<file path="src/rtl/shift_reg_pkg.sv">
// Shared definitions for the 4-bit universal shift register and its command sequencer.
// Mode encodings match the register's 'mode' input; the state enum is owned by the sequencer.
package shift_reg_pkg;

    localparam logic [1:0] SR_HOLD  = 2'b00;
    localparam logic [1:0] SR_LEFT  = 2'b01;
    localparam logic [1:0] SR_RIGHT = 2'b10;
    localparam logic [1:0] SR_LOAD  = 2'b11;

    localparam logic DIR_LEFT  = 1'b0;
    localparam logic DIR_RIGHT = 1'b1;

    typedef enum logic [1:0] {
        ST_IDLE  = 2'd0,
        ST_LOAD  = 2'd1,
        ST_SHIFT = 2'd2,
        ST_RESP  = 2'd3
    } sr_seq_state_e;

    function automatic logic [1:0] shift_mode(input logic dir);
        return (dir == DIR_RIGHT) ? SR_RIGHT : SR_LEFT;
    endfunction

endpackage

</file>
<file path="src/rtl/shift_reg_sequencer.sv">
// Command-driven controller for lab2_shift_reg: accepts load+shift commands over
// valid/ready, drives the register's mode/p_in/s_in, and returns the result over valid/ready.
module shift_reg_sequencer
    import shift_reg_pkg::*;
#(
    parameter int unsigned WIDTH = 4,
    parameter int unsigned AMT_W = 3
) (
    input  logic             clk,
    input  logic             rst_n,
    input  logic             cmd_valid,
    output logic             cmd_ready,
    input  logic             cmd_dir,
    input  logic [WIDTH-1:0] cmd_data,
    input  logic [AMT_W-1:0] cmd_amt,
    input  logic             cmd_fill,
    output logic             rsp_valid,
    input  logic             rsp_ready,
    output logic [WIDTH-1:0] rsp_data,
    output logic             rsp_zero,
    output logic             busy,
    output logic [1:0]       sr_mode,
    output logic [WIDTH-1:0] sr_p_in,
    output logic             sr_s_in,
    input  logic [WIDTH-1:0] sr_q,
    input  logic             sr_zero
);

    localparam logic [AMT_W-1:0] CNT_ONE = AMT_W'(1);

    sr_seq_state_e    r_state;
    sr_seq_state_e    w_state_nxt;

    logic             r_dir;
    logic [WIDTH-1:0] r_data;
    logic [AMT_W-1:0] r_amt;
    logic             r_fill;
    logic [AMT_W-1:0] r_cnt;

    logic             w_accept;

    assign w_accept = (r_state == ST_IDLE) && cmd_valid;

    always_ff @(posedge clk) begin
        if (!rst_n) begin
            r_state <= ST_IDLE;
        end else begin
            r_state <= w_state_nxt;
        end
    end

    // Command capture and shift down-counter; cnt only moves in SHIFT.
    always_ff @(posedge clk) begin
        if (!rst_n) begin
            r_dir  <= DIR_LEFT;
            r_data <= '0;
            r_amt  <= '0;
            r_fill <= 1'b0;
            r_cnt  <= '0;
        end else if (w_accept) begin
            r_dir  <= cmd_dir;
            r_data <= cmd_data;
            r_amt  <= cmd_amt;
            r_fill <= cmd_fill;
            r_cnt  <= cmd_amt;
        end else if (r_state == ST_SHIFT) begin
            r_cnt  <= r_cnt - CNT_ONE;
        end
    end

    always_comb begin
        w_state_nxt = r_state;
        unique case (r_state)
            ST_IDLE: begin
                if (cmd_valid) begin
                    w_state_nxt = ST_LOAD;
                end
            end
            ST_LOAD: begin
                w_state_nxt = (r_amt == '0) ? ST_RESP : ST_SHIFT;
            end
            ST_SHIFT: begin
                if (r_cnt == CNT_ONE) begin
                    w_state_nxt = ST_RESP;
                end
            end
            ST_RESP: begin
                if (rsp_ready) begin
                    w_state_nxt = ST_IDLE;
                end
            end
            default: w_state_nxt = ST_IDLE;
        endcase
    end

    always_comb begin
        cmd_ready = 1'b0;
        rsp_valid = 1'b0;
        rsp_data  = '0;
        rsp_zero  = 1'b0;
        busy      = 1'b1;
        sr_mode   = SR_HOLD;
        unique case (r_state)
            ST_IDLE: begin
                cmd_ready = 1'b1;
                busy      = 1'b0;
            end
            ST_LOAD: begin
                sr_mode = SR_LOAD;
            end
            ST_SHIFT: begin
                sr_mode = shift_mode(r_dir);
            end
            ST_RESP: begin
                rsp_valid = 1'b1;
                rsp_data  = sr_q;
                rsp_zero  = sr_zero;
            end
            default: begin
                busy = 1'b0;
            end
        endcase
    end

    assign sr_p_in = r_data;
    assign sr_s_in = r_fill;

endmodule

</file>
<file path="config.mk">
export PLATFORM = sky130hd
export DESIGN_NAME = shift_reg_sequencer
export DESIGN_NICKNAME = d
export VERILOG_FILES = /design/src/rtl/shift_reg_pkg.sv /design/src/rtl/shift_reg_sequencer.sv
export SDC_FILE = /design/constraint.sdc
export NUM_CORES = 1
export LEC_CHECK = 0
export CORE_UTILIZATION = 43
export DETAILED_ROUTE_END_ITERATION = 10
export GPL_TIMING_DRIVEN = 1
export PLACE_DENSITY = 0.82
export SYNTH_ARGS = -nofsm -noshare
export SYNTH_HDL_FRONTEND = slang
export SYNTH_SLANG_ARGS = --single-unit
</file>
<file path="constraint.sdc">
create_clock -name clk -period 1.8 [get_ports clk]
set_input_delay 0.27 -clock clk [delete_from_list [all_inputs] [get_ports clk]]
set_output_delay 0.27 -clock clk [all_outputs]
set_load 0.05 [all_outputs]
</file>
# Word level (Yosys, flattened, before mapping)
# Index checks and enable logic that the tools add are counted.
[word_totals] input_bits=18 word_cells=33 ff_bits=14
[classes] n_addsub=1 n_reduce_logical=5 mux=14 n_eq_ne=7
[ops] operator="2-bit two-way mux" count=4
[ops] operator="2-bit case mux with 4 select lines" count=1
[ops] operator="3-bit two-way mux" count=2
[ops] operator="1-bit two-way mux" count=5
[ops] operator="2-bit equality test, second input constant" count=2
[ops] operator="4-bit two-way mux" count=1
[ops] operator="2-bit != test, second input constant" count=2
[ops] operator="2-bit case mux with 2 select lines" count=1
[ops] operator="3-bit by 1-bit equality test with 1-bit output, second input constant" count=1
[ops] operator="3-bit zero test" count=1
[ops] operator="3-bit AND reduction" count=1
[ops] operator="3-bit by 1-bit subtractor with 3-bit output, second input constant" count=1
[ops] operator="2-bit by 1-bit equality test with 1-bit output, second input constant" count=1
[ops] operator="2-bit zero test" count=1
[ops] operator="2-bit by 1-bit != test with 1-bit output, second input constant" count=1
[ops] operator="2-bit nonzero test" count=1
[ops] operator="1-bit logical AND" count=1

# Depth between registers and ports, before layout
# Gate-level depths: netlist of the first run.
[logic_depth] ltp_word=3 ltp_mapped=6 ltp_nobuf=6

# Least setup slack after synthesis of the first run
# No wires, ideal clock.
[synth_path] path_kind="register to register" startpoint="reg r_state[0]" endpoint="reg r_state[1]" required_time_ps=1684 period_less_slack_ps=1826 path_stages_with_launch=7 t_arrival_ps=1710 slack_ps=-26 n_path_buf=0 path_cell_list="dfxtp_1 > inv_1 > ha_1 > inv_2 > o221ai_2 > mux2i_1 > nor2b_1"
[synth_between] elab_chain_len=3 elab_cells_between_ends=9 classes_between="eq/ne: 6; mux: 1; reduce/logical: 2"
[synth_rtl] element="start, declared" line="shift_reg_sequencer.sv:31" rtl="sr_seq_state_e r_state;"
[synth_rtl] element="start signal, assigned" line="shift_reg_sequencer.sv:48" rtl="r_state <= w_state_nxt;"
[synth_rtl] element="2-bit equality test / 2-bit zero test (equally long branches)" line="shift_reg_sequencer.sv:73" rtl="unique case (r_state)"
[synth_rtl] element="2-bit by 1-bit != test with 1-bit output (no line) / 2-bit != test (equally long branches)"
[synth_rtl] element="3-bit AND reduction (no line)"
# Several ways; a longest one is shown, not always the timed one.
# A chain may end at the register's enable or synchronous reset.

# Worst setup path in the final report of the first run
[layout_path] startpoint="reg r_state[0]" endpoint="out sr_mode[0]"
[layout_between] elab_chain_len=2 elab_cells_between_ends=3 classes_between="eq/ne: 2; mux: 1"
[layout_rtl] element="2-bit equality test / 2-bit by 1-bit equality test with 1-bit output (equally long branches)" line="shift_reg_sequencer.sv:103" rtl="unique case (r_state)"
[layout_rtl] element="2-bit case mux with 2 select lines *" line="shift_reg_sequencer.sv:103"
[layout_rtl] element="end, declared" line="shift_reg_sequencer.sv:22" rtl="output logic [1:0] sr_mode,"
# Every way passes the cells marked *; elsewhere a longest branch is shown, timed or not.

==> results of run 1 <==
final cells by class:
| class | instances | area, um2 | area share [%] |
|---|---|---|---|
| inverters | 6 | 22.52 | 1.848 |
| clock buffers | 4 | 36.28 | 2.977 |
| well taps | 16 | 20.02 | 1.643 |
| repair buffers | 32 | 420.4 | 34.50 |
| multi-input cells | 65 | 436.7 | 35.83 |
| flip-flops and latches | 14 | 282.8 | 23.20 |
state kept, by name, indices dropped and copies added (netlist names):
name and cells:
r_amt 3, r_cnt 3, r_dir 1, r_state 2, sr_p_in 4, sr_s_in 1
final timing paths:
| kind | endpoint | slack (ns) | depth (start not counted) |
|---|---|---|---|
| max | sr_mode[0] | 0.09 | 5 |
| min | sr_p_in[3] | 0.47 | 2 |
| max reg2reg | r_state[1] | 0.37 | 6 |
| min reg2reg | sr_p_in[3] | 0.47 | 2 |
layer usage:
metal,vias to the layer above,wire length (um),track usage [%]
li1,351,-,-
met3,2,160,5.000
met1,304,646,24.09
met2,33,788,34.33
met5,-,0,0
met4,0,10,10.00
Yosys cell counts:
library cell and number:
dfxtp_1 14, xnor2_1 1, inv_2 1, nor4b_1 1, buf_4 1, mux2i_1 1
a21oi_1 1, nand2_1 23, buf_2 1, a21boi_1 3, o211ai_1 1, and2_1 5
inv_1 5, nor2b_1 4, clkbuf_1 1, a21boi_0 10, and2_2 1, xor2_1 1
nand2b_1 2, o21a_1 1, o221ai_2 1, ha_1 7, o21ai_0 2
cell families (layout without fill, tap and decap cells):
| family | count (synthesis) | in the layout | synth area share [%] |
|---|---|---|---|
| flip-flops | 14 | 14 | 37.46 |
| XOR/XNOR | 2 | 2 | 2.342 |
| AO/OA/AOI/OAI | 19 | 19 | 19.06 |
| adder cells (fa/ha/maj) | 7 | 7 | 11.71 |
| AND/OR/NAND/NOR | 36 | 36 | 22.91 |
| buffers and inverters | 9 | 42 | 5.183 |
| multiplexers | 1 | 1 | 1.338 |
where the power goes:
part	internal, uW	leakage, uW	total (uW)	switching [uW]
sequential	394	0.000116	459	64.2
clock	123	0.0000210	224	101
combinational	507	0.000349	1140	628
total	1020	0.000486	1820	793
metrics by stage:
| step | utilization, % | instances | hold WS (ns) |
|---|---|---|---|
| after floorplan | - | 88 | 0.4048 |
| after global placement | 75.36 | 133 | 0.4516 |
| after detailed placement | 75.36 | 133 | 0.4614 |
| after CTS | 77.93 | 137 | 0.4736 |
| after global routing | 78.17 | 137 | 0.4939 |
| final | 78.17 | 137 | 0.4708 |
worst min-delay path, delay by kind of cell, from the launching register on:
kind	cells	cell delay, ns
DFF	1	0.32
AOI/OAI and AO/OA	1	0.06
and+or+nand+nor	1	0.05
==> metrics.txt, run 1 <==
Slew Viols, Final=0; die area=0.001911 mm2; dpl hpwl=1285 um; CP Buf/Inv Count=2; clock slew at reported path FFs=0.08 ns; Detailed Route WL=1605 um; Fin. Hold Viols=0; critical path peak fanout=5; Pleak=0.0004862 uW; average wire per standard cell=11.72 um; Post-CTS Hold Buffers=0; Max Cap Viol=0; Worst Tran Pin Value=0.5060 ns; Global Route Usage Sum=20.42%; final setup violating endpoints=0; Setup Total Neg Slack=0 ns; Pwr Total=1818 uW; worst skew pair latency=0.28 ns; Iter 0 DRT Violations=14; die width=43.72 um; critical-path cell list=inv_1 -> ha_2 -> nor2b_1 -> o21a_1 -> buf_12; drt pass-1 iters=7; CTS tree=built; Hold Startpoint=sr_p_in[3]; CTS HTree Levels=1; GPL Wtd Cong=0.7006; core area=0.001559 mm2; post-synth cell types=23; failing checks=design-rule violations; syn nets=113; Via density=5.036; Slowest cell on crit path=dfxtp_2; placed inst area=0.001175 mm2; diode count=0; Root Buffer Master=clkbuf_4; # DRC=4; Setup crit end kind=output port; Area Growth Syn to Fin=62.88%; I/O Pins=33; Cell Area, Synth=748.2 um2; GRT overflow=0; PortBufs=32; status=finished, violations left; period utilisation layout=94.79%; Critical Setup Path Class=flop to output port; PD cells=1492 mW/mm2; largest area contributor in the netlist=dfxtp_1; Synth area leaders=dfxtp_1 (37%), ha_1 (12%), nand2_1 (12%); total clock buffers created by CTS=3; VDD IR max=1.087 mV; Setup Fix Bufs, Post-CTS=0; initial antenna violation count=0; Synth top area share=37.46%; sequential area share after synthesis=37.46%; row cnt=14; min-delay worst type=flop to flop; most common cell after layout, fill and taps aside=nand2_1; starting density of the core=47.99%; largest net degree at the start of global routing=15; CP delay by family, top=flip-flops; synth warn=0; RSZ-0062 raised after global routing=false; most frequent cells in the layout=nand2_1 (23), clkdlybuf4s50_1 (22), dfxtp_1 (12); vias in the first global route=682; final setup margin=0.09374 ns; CTS Sinks=14; clock buffer depth=2; Period minus WS final=1.706 ns; fin nets=147; fillcell total=107; Die Y=43.72 um; data arrival time of the worst path=1.44 ns; total number of vias=690; Post-Synthesis Cells=88; Final Skew=0.003487 ns; share of cells above drive strength 1=18.18%; Worst Path Required=1.53 ns; first-pass GRT wire length=2925 um; number of synthesized register bits=14; Syn Area/Cell=8.502 um2; Startpoint Class=flop; pre-CTS setup slack=0.2908 ns; post-route cell area=0.001219 mm2; fmax=0.5861 GHz; CTS resizes=2; worst rel slew slack=66.16%; Crit Reg-Reg Startpoint=r_state[0]; Detail Route Antenna Nets=0; crit path launch=r_state[0]; Critical Path Max Stage Delay=0.37 ns
(Power assumes the default switching activity.)
==> run 2, diff against run 1 <==
Settings changed: ABC_CLOCK_PERIOD_IN_PS set to 1800.
==> results of run 2 <==
No change in the layout: final DEF, timing and power equal those of run 1.
